[src/rtl/qos_txn_scheduler.sv]
// qos_txn_scheduler: holds up to NUM_ID pending transactions indexed by ID,
// issues them one at a time through a single issue register (highest QoS
// first, round-robin among equal QoS), tracks issued IDs until completion
// and reports the max QoS over all live IDs.
// Optional build macro QOS_SCHED_AGING_EN: a slot that has waited AGE_LIMIT
// cycles competes one QoS level higher (selection only).
//
// Handshakes (req_*, iss_*): valid/ready. A transfer happens on a rising clk
// edge where valid && ready are both high; the offering side keeps valid and
// payload stable until that edge. cpl_vld is a single-cycle strobe with no
// back-pressure.
module qos_txn_scheduler #(
  parameter int NUM_ID    = 16,
  parameter int ID_W      = 4,
  parameter int QOS_W     = 3,
  parameter int AGE_LIMIT = 15
) (
  input  logic             clk,
  input  logic             rst,
  input  logic             req_vld,
  input  logic [ID_W-1:0]  req_id,
  input  logic [QOS_W-1:0] req_qos,
  output logic             req_rdy,
  output logic             iss_vld,
  output logic [ID_W-1:0]  iss_id,
  output logic [QOS_W-1:0] iss_qos,
  input  logic             iss_rdy,
  input  logic             cpl_vld,
  input  logic [ID_W-1:0]  cpl_id,
  output logic [QOS_W-1:0] o_max_qos,
  output logic             err
);

  typedef enum logic [1:0] {
    SLOT_IDLE = 2'd0,
    SLOT_WAIT = 2'd1,
    SLOT_OUT  = 2'd2
  } slot_state_e;

  // Elaboration-time sanity check of the parameter set.
  if ((1 << ID_W) != NUM_ID || AGE_LIMIT < 1) begin : g_param_check
    $error("qos_txn_scheduler: inconsistent NUM_ID/ID_W or AGE_LIMIT < 1");
  end

  slot_state_e      slot_state_q [NUM_ID];
  slot_state_e      slot_state_d [NUM_ID];
  logic [QOS_W-1:0] qos_q        [NUM_ID];
  logic [QOS_W-1:0] qos_d        [NUM_ID];
  logic [QOS_W-1:0] eff_qos      [NUM_ID];
  logic [ID_W-1:0]  rr_ptr_q, rr_ptr_d;
  logic             iss_vld_q, iss_vld_d;
  logic [ID_W-1:0]  iss_id_q, iss_id_d;
  logic [QOS_W-1:0] iss_qos_q, iss_qos_d;
  logic             err_q, err_d;

  logic             accept;
  logic             load;
  logic             sel_found;
  logic [ID_W-1:0]  sel_id;
  logic [ID_W-1:0]  scan_id;
  logic [QOS_W-1:0] sel_eff;
  logic [QOS_W-1:0] max_qos;

  assign req_rdy   = (slot_state_q[req_id] == SLOT_IDLE);
  assign accept    = req_vld && req_rdy;
  assign load      = (!iss_vld_q || iss_rdy) && sel_found;
  assign iss_vld   = iss_vld_q;
  assign iss_id    = iss_id_q;
  assign iss_qos   = iss_qos_q;
  assign err       = err_q;
  assign o_max_qos = max_qos;

`ifdef QOS_SCHED_AGING_EN
  localparam int AGE_W = $clog2(AGE_LIMIT + 1);

  logic [AGE_W-1:0] age_q [NUM_ID];
  logic [AGE_W-1:0] age_d [NUM_ID];

  // Effective QoS: a fully aged slot competes one level higher, capped at max.
  always_comb begin
    for (int i = 0; i < NUM_ID; i++) begin
      if (age_q[i] == AGE_W'(AGE_LIMIT) && qos_q[i] != '1) eff_qos[i] = qos_q[i] + QOS_W'(1);
      else eff_qos[i] = qos_q[i];
    end
  end

  // Wait counters: cleared on accept, count up while the slot stays WAIT.
  always_comb begin
    for (int i = 0; i < NUM_ID; i++) begin
      age_d[i] = age_q[i];
      if (accept && req_id == ID_W'(i)) begin
        age_d[i] = '0;
      end else if (slot_state_q[i] == SLOT_WAIT && !(load && sel_id == ID_W'(i))
                   && age_q[i] != AGE_W'(AGE_LIMIT)) begin
        age_d[i] = age_q[i] + AGE_W'(1);
      end
    end
  end

  // Wait counter registers.
  always_ff @(posedge clk) begin
    if (rst) begin
      for (int i = 0; i < NUM_ID; i++) age_q[i] <= '0;
    end else begin
      age_q <= age_d;
    end
  end
`else
  // Without aging the stored QoS is the selection QoS.
  always_comb begin
    for (int i = 0; i < NUM_ID; i++) eff_qos[i] = qos_q[i];
  end
`endif

  // Winner: highest effective QoS among WAIT slots; strict '>' while scanning
  // upward from rr_ptr keeps the first equal-QoS slot, giving round-robin.
  always_comb begin
    sel_found = 1'b0;
    sel_id    = '0;
    sel_eff   = '0;
    scan_id   = '0;
    for (int k = 0; k < NUM_ID; k++) begin
      scan_id = rr_ptr_q + ID_W'(k);
      if (slot_state_q[scan_id] == SLOT_WAIT && (!sel_found || eff_qos[scan_id] > sel_eff)) begin
        sel_found = 1'b1;
        sel_id    = scan_id;
        sel_eff   = eff_qos[scan_id];
      end
    end
  end

  // Max stored (unaged) QoS over live slots.
  always_comb begin
    max_qos = '0;
    for (int i = 0; i < NUM_ID; i++) begin
      if (slot_state_q[i] != SLOT_IDLE && qos_q[i] > max_qos) max_qos = qos_q[i];
    end
  end

  // Next state: accept, issue-register load and completion act on distinct
  // slots (IDLE, WAIT, OUT respectively), so their order here is irrelevant.
  always_comb begin
    slot_state_d = slot_state_q;
    qos_d        = qos_q;
    rr_ptr_d     = rr_ptr_q;
    iss_vld_d    = iss_vld_q;
    iss_id_d     = iss_id_q;
    iss_qos_d    = iss_qos_q;
    err_d        = err_q;

    if (accept) begin
      slot_state_d[req_id] = SLOT_WAIT;
      qos_d[req_id]        = req_qos;
    end

    if (load) begin
      slot_state_d[sel_id] = SLOT_OUT;
      iss_vld_d            = 1'b1;
      iss_id_d             = sel_id;
      iss_qos_d            = qos_q[sel_id];
      rr_ptr_d             = sel_id + ID_W'(1);
    end else if (iss_rdy) begin
      iss_vld_d = 1'b0;
    end

    if (cpl_vld) begin
      if (slot_state_q[cpl_id] == SLOT_OUT) slot_state_d[cpl_id] = SLOT_IDLE;
      else err_d = 1'b1;
    end
  end

  // State registers with synchronous active-high reset.
  always_ff @(posedge clk) begin
    if (rst) begin
      for (int i = 0; i < NUM_ID; i++) begin
        slot_state_q[i] <= SLOT_IDLE;
        qos_q[i]        <= '0;
      end
      rr_ptr_q  <= '0;
      iss_vld_q <= 1'b0;
      iss_id_q  <= '0;
      iss_qos_q <= '0;
      err_q     <= 1'b0;
    end else begin
      slot_state_q <= slot_state_d;
      qos_q        <= qos_d;
      rr_ptr_q     <= rr_ptr_d;
      iss_vld_q    <= iss_vld_d;
      iss_id_q     <= iss_id_d;
      iss_qos_q    <= iss_qos_d;
      err_q        <= err_d;
    end
  end

endmodule
[config.mk]
export PLATFORM = sky130hd
export DESIGN_NAME = qos_txn_scheduler
export DESIGN_NICKNAME = d
export VERILOG_FILES = /design/src/rtl/qos_txn_scheduler.sv
export SDC_FILE = /design/constraint.sdc
export NUM_CORES = 1
export LEC_CHECK = 0
export ABC_AREA = 1
export CAP_MARGIN = 20
export CORE_MARGIN = 8
export CORE_UTILIZATION = 50
export DETAILED_ROUTE_END_ITERATION = 6
export PLACE_DENSITY = 0.72
export SYNTH_ARGS = -nofsm -noshare
export SYNTH_HDL_FRONTEND = slang
export SYNTH_SLANG_ARGS = --single-unit
[constraint.sdc]
create_clock -name clk -period 34.1 [get_ports clk]
set_input_delay 6.82 -clock clk [delete_from_list [all_inputs] [get_ports clk]]
set_output_delay 6.82 -clock clk [all_outputs]
set_load 0.03 [all_outputs]
==> run metrics, run 1 <==
# Post-CTS Setup Buffers=0; CP peak stage delay=between 0.6 and 0.7 ns; GR Util All Layers=between 30% and 40%; # hold bufs at CTS=0; most common cell after layout, fill and taps aside=nand2_1; Max Slew Vio Count=0; Arr. time, crit path=23.34 ns; Hold Path Stages=2; initial antenna violation count=0; vias in the first global route=between 10000 and 15000; period utilisation layout=67.6%; Hold Violations, Final=0; RD Place Congestion=1.06; post-synthesis sequential area ratio=14.7%; largest family of logic cells by synthesized area=simple AND/OR/NAND/NOR gates; largest net degree at the start of global routing=100; post-route ant nets=0; Setup CP Type=reg -> reg; Final Skew=roughly 0.016 ns; Die ar.=approximately 30000 um2; setup slack after layout=approximately 11 ns; Setup-failing EPs final=0; Synth async-reset ratio=0%; post-route cell area=roughly 13000 um2; Root Buffer=clkbuf_16; total gr overflow=0; Hold Path Class=reg -> reg; Avg Inst Size Synth=about 5.6 um2; DR pass1 iterations=7; most frequent cells in the layout=nand2_1 (769), o21ai_0 (264), nand3_1 (248); Setup crit start kind=register; Max Freq=~43 MHz; Post-Route Setup TNS=0 ns; n_diodes=0; share of cells above drive strength 1=5.81%; CTS tree=built; crit end category=register; area share of fa/ha/maj cells after synthesis=between 10 and 15%; Placement Rows=just under 60; Syn Nets=around 2400; Worst Path Required=roughly 34 ns; Max-Cap Viols=0; clk_lat worst skew=0.36 ns; maximum clock path buffer count=2; io pins=29; DRC errors left=1; Rel. slew slack=between 40% and 50%; vias per cell=approximately 5.8; Register-to-Register Path Depth=around 150; post-synthesis cell type count=a little under 50; global-route wire length before repair=approximately 74 mm; Syn Inst Count=roughly 2200; Clock transition at path regs=around 0.080 ns; CP most frequent cell=nand2_1; slowest CP cell=dfxtp_4; CTS Buf Count=9; Fill cells=about 2700; total number of yosys warnings=0; cell area after synthesis=12600 um2; outcome=finished with violations; routed vias=14900; # nets final=between 2000 and 2500; Tmin final=around 23 ns; Worst Path Max Fanout=40; dpl cell area=around 13000 um2; worst slew pin tran=between 0.8 and 0.9 ns; Synth Area in Compound Gates=between 20% and 30%; Routed WL=slightly below 50 mm; initial drt markers=between 1500 and 2000; Avg WL per Cell=19.0 um; failing checks=DRC; RSZ-0062 raised after global routing=no; Post-Synth XOR/XNOR Area=less than 1%; Sink Count=just over 90; Die Span Y=approximately 170 um; Die X=between 150 and 200 um; P&R area growth vs syn=4.81%; dpl ws=around 12 ns; Post-synth EDFFs=0; #FFs+latches synth=between 90 and 100; Port Buf Inserts=28; post-synthesis mux area share=around 1.3%; Initial Util=around half; Core ar.=roughly 25000 um2; Post-Synth Simple-Gate Area=39.6%; H-tree depth=3; dpl hpwl=38.7 mm; post_cts resized=0; Main synth FF type=dfxtp_1
[layout make-up]
cell class	instances	area (um2)	share of cell area [%]
multi-input combinational	1795	9250	69.9
clock inverter	7	66.3	0.501
sequential	93	1870	14.1
inverter	273	1030	7.78
timing repair buffer	42	385	2.91
tap	330	413	3.12
clock buffer	9	225	1.70
[metrics by stage]
step,instances,util (%),hold slack (ns)
finish,2549,53.0,0.484
global route,2549,53.0,0.514
detailed placement,2533,51.8,0.465
floorplan,2248,-,0.471
global placement,2533,51.8,0.446
CTS,2549,53.0,0.484
[Yosys cell counts (23+ instances only)]
cell type / instances / share of area, %
nand2_1: 769 / 23
o21ai_0: 264 / 10
nand3_1: 248 / 9.8
inv_1: 247 / 7.3
a21oi_1: 107 / 4.2
ha_1: 101 / 10
dfxtp_1: 93 / 15
nor2_1: 63 / 1.9
o21ai_1: 42 / 1.7
buf_2: 32 / 1.3
clkbuf_1: 28 / 0.83
or2_2: 25 / 1.2
o21a_1: 23 / 1.4
[cell families after synthesis]
kind of cell,count (synthesis)
xor+xnor,5
compound gates,500
buf+inv,360
fa+ha+maj,101
flops,93
simple gates,1172
mux,17
[worst max-delay path, delay by kind of cell (launching register included)]
kind                     cells  cell delay (ns)
AND/OR/NAND/NOR             83             9.70
AO/OA/AOI/OAI               28             4.04
flip-flops                   1             0.62
buffers and inverters       21             3.33
adder cells (fa/ha/maj)     17             5.17
[worst paths after layout]
| kind | to | slack [ns] | start |
|---|---|---|---|
| min reg2reg | iss_id[3]$_SDFFE_PP0P_ | 0.48 | iss_id[3]$_SDFFE_PP0P_ |
| min | iss_id[3]$_SDFFE_PP0P_ | 0.48 | iss_id[3]$_SDFFE_PP0P_ |
| max | slot_state_q[24]$_SDFF_PP0_ | 11.03 | rr_ptr_q[0]$_SDFFE_PP0P_ |
| max reg2reg | slot_state_q[24]$_SDFF_PP0_ | 11.03 | rr_ptr_q[0]$_SDFFE_PP0P_ |
[metal layers]
layer,part of all wire [%],GRT usage [%],vias to the layer above
li1,-,-,7323
met1,41,38.7,6708
met2,44,49.4,720
met3,9.3,4.96,119
met4,5.3,16.2,0
met5,0,0,-
[state kept, by name, summed over array words and instances, names as in the netlist]
| register | count |
|---|---|
| iss_vld | 1 |
| rr_ptr_q | 4 |
| iss_id | 4 |
| iss_qos | 3 |
| err | 1 |
| slot_state_q | 32 |
| eff_qos | 48 |
Power of run 1 is not shown: default switching activity piles up to over one toggle a cycle in this logic, so the estimate is an artifact.
==> run 2: changes to the inputs <==
==> constraint.sdc (replaced) <==
create_clock -name clk -period 23.3 [get_ports clk]
set_input_delay 4.66 -clock clk [delete_from_list [all_inputs] [get_ports clk]]
set_output_delay 4.66 -clock clk [all_outputs]
set_load 0.03 [all_outputs]
==> run metrics, run 2 (synthesis results as in run 1) <==
Die X=about 170 um; Final Util=a little over half; total gr overflow=0; Max Slew Vio Count=0; worst path bufs/invs=16; DR pass1 iterations=7; H-tree depth=3; vias per cell=roughly 6; Rel. slew slack=36.1%; share of cells above drive strength 1=under 10%; post-route ant nets=0; Routed WL=49.6 mm; global-route wire length before repair=around 75 mm; outcome=finished with violations; Sink Count=93; CP most frequent cell=nand2_1; Initial Util=50.6%; Worst Path Max Fanout=35; # nets final=2336; Core ar.=about 25000 um2; Sequential Area=1870 um2; crit end category=register; RD Place Congestion=roughly 1.0; Hold Path Class=reg -> reg; P&R area growth vs syn=5.91%; Worst Path Required=roughly 24 ns; vias in the first global route=13300; most common cell after layout, fill and taps aside=nand2_1; Setup crit start kind=register; largest net degree at the start of global routing=72; final std cells w/o fill=between 2000 and 3000; Hold Violations, Final=0; initial drt markers=about 1800; DRC errors left=1; CP peak stage delay=0.54 ns; Setup CP Type=reg -> reg; dpl hpwl=approximately 40 mm; CTS Buf Count=9; Placement Rows=a little under 60; Final Skew=approximately 0.012 ns; crit-path leading delay family=simple AND/OR/NAND/NOR gates; failing checks=DRC; io pins=29; slowest CP cell=dfxtp_4; period utilisation layout=just over 90%; n_diodes=0; Max Freq=47.4 MHz; dpl cells=between 2000 and 3000; Port Buf Inserts=28; Avg WL per Cell=19.4 um; routed vias=15100; Multi-input gate area=~9300 um2; Setup-failing EPs final=0; Die ar.=between 30000 and 40000 um2; most frequent cells in the layout=nand2_1 (759), o21ai_0 (263), nand3_1 (248); Die Span Y=approximately 170 um; worst slew pin tran=0.949 ns; GR Util All Layers=a little under a third; Root Buffer=clkbuf_16; Post-Route Setup TNS=0 ns; max FFs per register=48; Clock transition at path regs=0.07 ns; initial antenna violation count=0; clk_lat worst skew=approximately 0.35 ns; Arr. time, crit path=21.33 ns; CTS tree=built; maximum clock path buffer count=2; Tmin final=around 21 ns; Max-Cap Viols=0; Fill cells=roughly 2700
run 2: worst paths after layout:
check / from / to / slack (ns) / cells after the start
setup / recovery: rr_ptr_q[0]$_SDFFE_PP0P_ / iss_qos[2]$_SDFFE_PP0P_ / 2.21 / 147
hold / removal: err$_SDFFE_PP0P_ / err$_SDFFE_PP0P_ / 0.47 / 2
setup reg to reg: rr_ptr_q[0]$_SDFFE_PP0P_ / iss_qos[2]$_SDFFE_PP0P_ / 2.21 / 147
hold reg to reg: err$_SDFFE_PP0P_ / err$_SDFFE_PP0P_ / 0.47 / 2
run 2: layer usage:
layer	global-route usage [%]	share of wire [%]	vias to the layer above
li1	-	-	7338
met1	39.4	41	6854
met2	50.1	45	725
met3	3.97	8.3	138
met4	16.7	6.1	0
met5	0	0	-
run 2: tightest hold or removal path, stage by stage, from the launching register on:
cell and delay, ns:
dfxtp_1 0.33, a21oi_1 0.04, nor2_1 0.07
run 2: layout make-up:
| cell class | count | share of cell area (%) |
|---|---|---|
| Sequential cell | 93 | 14.0 |
| Inverter | 273 | 7.74 |
| Timing Repair Buffer | 47 | 3.37 |
| Clock inverter | 7 | 0.524 |
| Clock buffer | 9 | 1.68 |
| Tap cell | 330 | 3.09 |
| Multi-Input combinational cell | 1795 | 69.6 |
run 2: metrics by stage:
| stage | hold WS [ns] | cell area, um2 | setup WS [ns] |
|---|---|---|---|
| floorplan | 0.471 | 12600 | 4.53 |
| finish | 0.473 | 13400 | 2.21 |
| CTS | 0.476 | 13200 | 0.798 |
| global route | 0.489 | 13400 | -0.0364 |
| detailed placement | 0.461 | 12900 | 0.880 |
| global placement | 0.449 | 12900 | 1.72 |
run 2: what timing repair did:
item,in CTS,in global routing
resized for setup,0,26
setup buffers,0,4
endpoints found under the setup margin,0,43
hold buffers,0,0
Power of run 2 is left out for the same reason.
==> run 3: changes to the inputs <==
--- a/config.mk
+++ b/config.mk
@@ -10,7 +10,8 @@
 export CORE_MARGIN = 8
 export CORE_UTILIZATION = 50
 export DETAILED_ROUTE_END_ITERATION = 6
-export PLACE_DENSITY = 0.72
+export MAX_ROUTING_LAYER = met4
+export PLACE_DENSITY = 0.65
 export SYNTH_ARGS = -nofsm -noshare
 export SYNTH_HDL_FRONTEND = slang
 export SYNTH_SLANG_ARGS = --single-unit
==> constraint.sdc (replaced) <==
create_clock -name clk -period 21.4 [get_ports clk]
set_input_delay 4.28 -clock clk [delete_from_list [all_inputs] [get_ports clk]]
set_output_delay 4.28 -clock clk [all_outputs]
set_load 0.03 [all_outputs]
==> run metrics, run 3 (synthesis results as in run 1) <==
Worst Path Max Fanout=6; Multi-input gate area=slightly above 9000 um2; Hold Violations, Final=0; Core ar.=25000 um2; GR Util All Layers=32.5%; outcome=complete, no violations; Routed WL=~50 mm; slowest CP cell=dfxtp_1; hold_ws=0.473 ns; Sink Count=93; Die ar.=just over 30000 um2; Clock transition at path regs=0.07 ns; CP most frequent cell=nand2_1; routed vias=15000; Worst Path Required=between 15 and 20 ns; Final Skew=around 0.0098 ns; Tmin final=19.64 ns; Arr. time, crit path=15.36 ns; routed wl met2=approximately 22 mm; Avg WL per Cell=roughly 19 um; Max Slew Vio Count=0; vias in the first global route=13500; Rel. slew slack=between 30% and 40%; period utilisation layout=91.8%; Die Span Y=roughly 170 um; Initial Util=between 50% and 60%; global-route wire length before repair=76.5 mm; largest net degree at the start of global routing=72; Setup-failing EPs final=0; crit end category=output pin; Sequential Area=roughly 1900 um2; post-route ant nets=0; Port Buf Inserts=28; Root Buffer=clkbuf_16; Max-Cap Viols=0; post-route cell area=between 10000 and 15000 um2; DR pass1 iterations=5; RD Place Congestion=0.993; total gr overflow=0; most frequent cells in the layout=nand2_1 (762), o21ai_0 (257), inv_1 (246); Fill cells=around 2700; maximum clock path buffer count=2; dpl hpwl=slightly above 40 mm; met3 WL=3.80 mm; share of cells above drive strength 1=between 8 and 9%; Hold Path Class=reg -> reg; most common cell after layout, fill and taps aside=nand2_1; # nets final=about 2400; CTS tree=built; CP peak stage delay=~0.38 ns; DRT met1 WL=between 20 and 25 mm; initial antenna violation count=0; max FFs per register=between 40 and 50; Placement Rows=slightly below 60; Die X=~170 um; CTS Buf Count=9; dpl cell area=around 13000 um2; dpl cells=between 2000 and 3000; Max Freq=around 50 MHz; top sig layer=met4; H-tree depth=3; worst slew pin tran=roughly 0.9 ns; Post-Route Setup TNS=0 ns; DRC errors left=0; final std cells w/o fill=2582; vias per cell=5.81; Setup CP Type=reg -> out; Setup crit start kind=register; initial drt markers=1642; io pins=29; clk_lat worst skew=between 0.3 and 0.4 ns; P&R area growth vs syn=7.88%; n_diodes=0
[run 3: final timing paths]
kind         slack [ns]                   startpoint                      end  depth (start not counted)
max                1.76  slot_state_q[31]$_SDFF_PP0_             o_max_qos[0]                        103
min                0.47       iss_id[0]$_SDFFE_PP0P_   iss_id[0]$_SDFFE_PP0P_                          2
max reg2reg        2.09     rr_ptr_q[0]$_SDFFE_PP0P_  iss_qos[2]$_SDFFE_PP0P_                        144
min reg2reg        0.47       iss_id[0]$_SDFFE_PP0P_   iss_id[0]$_SDFFE_PP0P_                          2
[run 3: worst max-delay path, delay by kind of cell (launching register included)]
| kind | cells | cell delay (ns) |
|---|---|---|
| adder cells (fa/ha/maj) | 15 | 4.76 |
| AND/OR/NAND/NOR | 48 | 4.75 |
| AO/OA/AOI/OAI | 30 | 4.10 |
| buffers and inverters | 10 | 0.98 |
| flip-flops | 1 | 0.38 |
[run 3: cell type report]
cell class,instances,area share [%]
Multi-Input combinational cell,1796,68.4
Sequential cell,93,13.7
Inverter,273,7.61
Timing Repair Buffer,75,4.83
Tap cell,330,3.03
Clock buffer,9,1.65
Clock inverter,6,0.689
[run 3: per-stage QoR]
step | util (%) | setup WS, ns
CTS | 53.8 | 1.08
detailed placement | 52.5 | 1.12
global route | 54.6 | -0.0213
finish | 54.6 | 1.76
global placement | 52.5 | 1.93
floorplan | - | 2.63
[run 3: layer usage]
metal  vias up  track usage, %
li1       7392               -
met1      6789            40.9
met2       672            50.2
met3       142            3.69
met4         0            18.1
met5         -               -
[run 3: timing repair]
action                     in CTS  in global routing
buffers inserted                0                 10
gates resized for setup         0                 51
hold buffers                    0                  0
setup endpoints to repair       0                 46
Power of run 3 is left out for the same reason.
==> RTL edit 1 (settings of run 3) <==
The option `QOS_SCHED_AGING_EN` is turned on by a define.
--- a/src/rtl/qos_txn_scheduler.sv
+++ b/src/rtl/qos_txn_scheduler.sv
@@ -9,6 +9,8 @@
 // edge where valid && ready are both high; the offering side keeps valid and
 // payload stable until that edge. cpl_vld is a single-cycle strobe with no
 // back-pressure.
+`define QOS_SCHED_AGING_EN
+
 module qos_txn_scheduler #(
   parameter int NUM_ID    = 16,
   parameter int ID_W      = 4,
Check against the original RTL: not settled (the Yosys comparison gave no result); the edit may change what the design does.
==> RTL edit 1 against run 3 <==
  * Synthesized area up 36%
  * Wire length up 31%
  * Count of clock-buffer cells in the layout up 9
  * Synthesized cell count up 31%
  * Sequential share of layout area up 2.8 points
  * Via count up 33%
  * Register-to-register slack worse by 100 ps
  * Sequential cell count up 64
  * Setup slack worse by 440 ps
  * Cell area up 40%
  * Critical path depth down 1
  * Critical path type unchanged
  * Critical endpoint unchanged
  * Largest cell class unchanged
Power is not shown: default switching activity piles up to over one toggle a cycle in this logic, so the estimate is an artifact.
==> RTL edit 1: results (changes against run 3) <==
| Metric | Value |
|---|---|
| Status | `complete, no violations` |
| Sequential fraction of the synthesis area | `0.183 (+0.0356)` |
| Crit Path Max Fanout | `7 (+1)` |
| Most area-consuming cells after synthesis | `nand2_1 (22%), dfxtp_1 (18%), ha_1 (11%)` |
| Final Wtd Congestion | `1.00 (+0.89%)` |
| Slew HR | `0.308 (-0.0769)` |
| Global-route wire length before repair | `102000 µm (+33%)` |
| Max FFs per register | `64 (+33%)` |
| Root buf cell | `clkbuf_16` |
| Post-Synth XOR/XNOR Area | `0.0294 (+0.0220)` |
| # fillers | `3576 (+34%)` |
| Per-cell routed wire length | `19.3 µm (-0.99%)` |
| Critical Path AT | `15790 ps (+430 ps)` |
| Dpl cell area | `17900 µm² (+37%)` |
| Slowest stage cell, crit path | `dfxtp_2` |
| Vias per inst | `5.83 (+0.37%)` |
| Antenna diodes | `0 (unchanged)` |
| Post-synthesis compound-gate area fraction | `0.168 (-0.0478)` |
| Synthesized-area fraction occupied by adder cells | `0.109 (+0.00924)` |
| DRT Pass-1 Iters | `6 (+1)` |
| Final nets | `3114 (+32%)` |
| Largest net degree at the start of global routing | `89 (+24%)` |
| TritonCTS buffer count | `17 (+8)` |
| Share of cells above drive strength 1 | `0.0807 (-0.000101)` |
| Clock latency on the worst-skew pair | `460 ps (+100 ps)` |
| Synth cell types | `48 (-2.0%)` |
| Most frequent cells after synthesis | `nand2_1 (1005), nand3_1 (334), inv_1 (330)` |
| Tot GR Track Use | `0.324 (-0.00115)` |
| Largest stage delay on the critical path | `370 ps` |
| DRT iter0 DRCs | `2108 (+28%)` |
| Final clock skew | `9.70 ps (-0.118 ps)` |
| Final instance area | `19100 µm² (+40%)` |
| Multiplexer area fraction after synthesis | `0.00700 (-0.00648)` |
| Post-detail-place hpwl | `52200 µm (+28%)` |
| Htree depth | `4 (+1)` |
| Async set-reset flop share out of synthesis | `0 (unchanged)` |
| Vias in the first global route | `18100 (+34%)` |
==> RTL edit 1: kinds of logic (layout without fill, tap and decap cells) <==
kind of cell             after synthesis  after routing
AND/OR/NAND/NOR                     1583           1583
AO/OA/AOI/OAI                        536            536
buffers and inverters                442            468
flip-flops                           157            157
adder cells (fa/ha/maj)              150            150
XOR/XNOR                              55             55
multiplexers                          12             12
==> RTL edit 1: final cells by class <==
cell class | count | area share
multi-input cells | 2336 | 0.664
flip-flops and latches | 157 | 0.165
inverters | 344 | 0.0683
repair buffers | 92 | 0.0421
well taps | 455 | 0.0298
clock buffers | 18 | 0.0230
clock inverters | 14 | 0.00813
==> RTL edit 1: routing by layer <==
| layer | share of wire | track usage |
|---|---|---|
| met4 | 0.041 | 0.128 |
| met1 | 0.43 | 0.416 |
| met5 | 0 | - |
| met2 | 0.45 | 0.507 |
| met3 | 0.078 | 0.0491 |
==> RTL edit 1: worst register-to-register path: cells and delay by family, from the launching register on <==
| family | cells | cell delay [ps] |
|---|---|---|
| fa+ha+maj | 17 | 4800 |
| simple gates | 92 | 8940 |
| flops | 1 | 380 |
| compound gates | 25 | 3190 |
| buf+inv | 21 | 2060 |
==> RTL edit 1: path summary, 6_finish.rpt <==
kind / startpoint / endpoint / slack [ps] / cells after the start
setup reg to reg: age_q[36]$_SDFFE_PP0P_ / slot_state_q[6]$_SDFF_PP0_ / 1990 / 155
hold / removal: age_q[7]$_SDFFE_PP0P_ / age_q[7]$_SDFFE_PP0P_ / 460 / 2
hold reg to reg: age_q[7]$_SDFFE_PP0P_ / age_q[7]$_SDFFE_PP0P_ / 460 / 2
setup / recovery: qos_q[45]$_SDFFE_PP0P_ / o_max_qos[0] / 1330 / 102
==> RTL edit 1: what timing repair did <==
item,CTS,global route
gates resized for setup,0,175
buffers inserted,0,14
setup endpoints to repair,0,110
==> RTL edit 1: through the flow <==
stage | std cells | worst slack (ps) | setup TNS [ps]
2_1_floorplan | 2935 | 846 | 0
3_3_place_gp | 3370 | 1190 | 0
3_5_place_dp | 3370 | 414 | 0
4_1_cts | 3402 | 347 | 0
5_1_grt | 3416 | -143 | -3720
6_report | 3416 | 1330 | 0
==> RTL edit 2 (settings of run 3) <==
Made on the original files. Register the output `err` once more, with the module's reset; this adds one clock of latency there. The other outputs are not delayed to match.
--- a/src/rtl/qos_txn_scheduler.sv
+++ b/src/rtl/qos_txn_scheduler.sv
@@ -67,7 +67,13 @@
   assign iss_vld   = iss_vld_q;
   assign iss_id    = iss_id_q;
   assign iss_qos   = iss_qos_q;
-  assign err       = err_q;
+  always_ff @(posedge clk) begin
+    if (rst) begin
+      err <= '0;
+    end else begin
+      err <= err_q;
+    end
+  end
   assign o_max_qos = max_qos;
 
 `ifdef QOS_SCHED_AGING_EN
Formal check against the unedited RTL: not equivalent (Yosys sat finds a counterexample within 4 cycles, from zero or initial values and one cycle with rst high).
==> RTL edit 2 against run 3 <==
  * Via count is essentially flat
  * Setup slack got worse by 130 ps
  * Maximum frequency fell by 0.64%
  * Highest routed layer unchanged
  * Synthesized area rose by 1.3%
  * Clock skew decreased by 0.85 ps
  * Cell area up 2.1%
  * Register-to-register slack worse by 290 ps
  * Core utilization up 0.64 points
  * Wire length decreased by 1.2%
  * Sequential cell count increased by 1
  * Worst hold slack worse by 42 ps
Power is not shown: default switching activity piles up to over one toggle a cycle in this logic, so the estimate is an artifact.
==> RTL edit 2: results (changes against run 3) <==
| Metric | Value |
|---|---|
| Max Root-Sink Buffers | `2 (unchanged)` |
| Clock latency on the worst-skew pair | `360 ps (about the same)` |
| Main synth FF type | `dfxtp_1` |
| Ys Warns | `0 (unchanged)` |
| Sequential fraction of the synthesis area | `0.147 (-0.000267)` |
| Async set-reset flop share out of synthesis | `0 (unchanged)` |
| R2R Path End | `slot_state_q[4]$_SDFF_PP0_` |
| Initial antenna violation count | `0 (unchanged)` |
| Post-detail-place hpwl | `39600 µm (-3.2%)` |
| Max Freq | `0.0506 GHz (-0.64%)` |
| Antenna diodes | `0 (unchanged)` |
| Final nets | `2375 (+0.42%)` |
| Worst slew pin tran | `1030 ps (+117 ps)` |
| Most frequent cells after synthesis | `nand2_1 (746), o21ai_0 (258), nand3_1 (256)` |
| Clk slew on worst S/H paths | `70 ps (about the same)` |
| Largest net degree at the start of global routing | `100 (+39%)` |
| Final clock skew | `8.96 ps (-0.854 ps)` |
| Synth cell types | `52 (+6.1%)` |
| Final Wtd Congestion | `1.01 (+2.1%)` |
| Largest stage delay on the critical path | `400 ps (+20 ps)` |
| Via Count | `15000 (+0.013%)` |
| Reg2reg path depth | `148 (+2.8%)` |
| Synthesized area per cell | `5.66 µm² (+0.77%)` |
| Worst R2R Start | `rr_ptr_q[0]$_SDFFE_PP0P_` |
| R2R Setup Slk | `1800 ps (-290 ps)` |
| Crit Path Max Fanout | `6 (unchanged)` |
| Vias in the first global route | `13100 (-3.1%)` |
| Slowest stage cell, crit path | `dfxtp_2` |
| CP Capture Point | `o_max_qos[2]` |
| Crit path from | `slot_state_q[31]$_SDFF_PP0_` |
| Dpl ws | `565 ps (-554 ps)` |
| TritonCTS buffer count | `9 (unchanged)` |
| DRT Pass-1 Iters | `6 (+1)` |
| Global-route wire length before repair | `74700 µm (-2.4%)` |
| Critical Path AT | `15490 ps (+130 ps)` |
| Status | `complete, no violations` |
| Most area-consuming cells after synthesis | `nand2_1 (22%), dfxtp_1 (15%), o21ai_0 (10%)` |
| Port-buffer cells | `28 (unchanged)` |
| Per-cell routed wire length | `19.2 µm (-1.6%)` |
| Root buf cell | `clkbuf_16` |
| Share of cells above drive strength 1 | `0.0853 (+0.00447)` |
| Dpl cell area | `13200 µm² (+0.59%)` |
| Max FFs per register | `48 (unchanged)` |
| Htree depth | `3 (unchanged)` |
| DRT iter0 DRCs | `1613 (-1.8%)` |
| Dpl cells | `2554 (-0.078%)` |
| Non-Filler Instances | `2593 (+0.43%)` |
| Tot GR Track Use | `0.317 (-0.00833)` |
| Tightest Hold Check Type | `register to register` |
==> RTL edit 2: worst min path at each step <==
stage               cells after the start  slack (ps)              to                from
finish                                  2         430  err$_SDFF_PP0_  err_q$_SDFFE_PP0P_
floorplan                               2         410  err$_SDFF_PP0_  err_q$_SDFFE_PP0P_
global placement                        2         410  err$_SDFF_PP0_  err_q$_SDFFE_PP0P_
CTS                                     2         430  err$_SDFF_PP0_  err_q$_SDFFE_PP0P_
detailed placement                      2         420  err$_SDFF_PP0_  err_q$_SDFFE_PP0P_
global route                            2         450  err$_SDFF_PP0_  err_q$_SDFFE_PP0P_
==> RTL edit 2: timing repair <==
item	in CTS	in global routing
setup buffers	0	19
endpoints found under the setup margin	0	46
gates resized for setup	0	78
hold endpoints to repair	0	0
==> RTL edit 2: layout make-up <==
cell class,instances,area (µm²)
fill,2641,11300
multi-input combinational,1795,9500
sequential,94,1890
inverter,278,1050
timing repair buffer,80,737
tap,330,413
clock buffer,9,225
clock inverter,7,80.1
==> RTL edit 2: cell families (layout without fill, tap and decap cells) <==
group           Yosys count  count (layout)  share of synthesized area
mux                      27              27                     0.0211
buf+inv                 372             374                      0.124
compound gates          508             508                      0.217
simple gates           1151            1153                      0.385
flops                    94              94                      0.147
xor+xnor                  6               6                    0.00675
fa+ha+maj               101             101                     0.0988
==> RTL edit 2: worst max-delay path, delay by kind of cell (launching register included) <==
family	cells	cell delay, ps
AND/OR/NAND/NOR	50	4970
adder cells (fa/ha/maj)	15	4710
flip-flops	1	400
AO/OA/AOI/OAI	27	3890
buffers and inverters	11	1160
==> RTL edit 2: layer usage <==
metal	global-route usage	up-vias	share of wire
met5	-	-	0
li1	-	7433	-
met4	0.131	0	0.045
met1	0.404	6786	0.42
met3	0.0294	96	0.077
met2	0.507	682	0.46
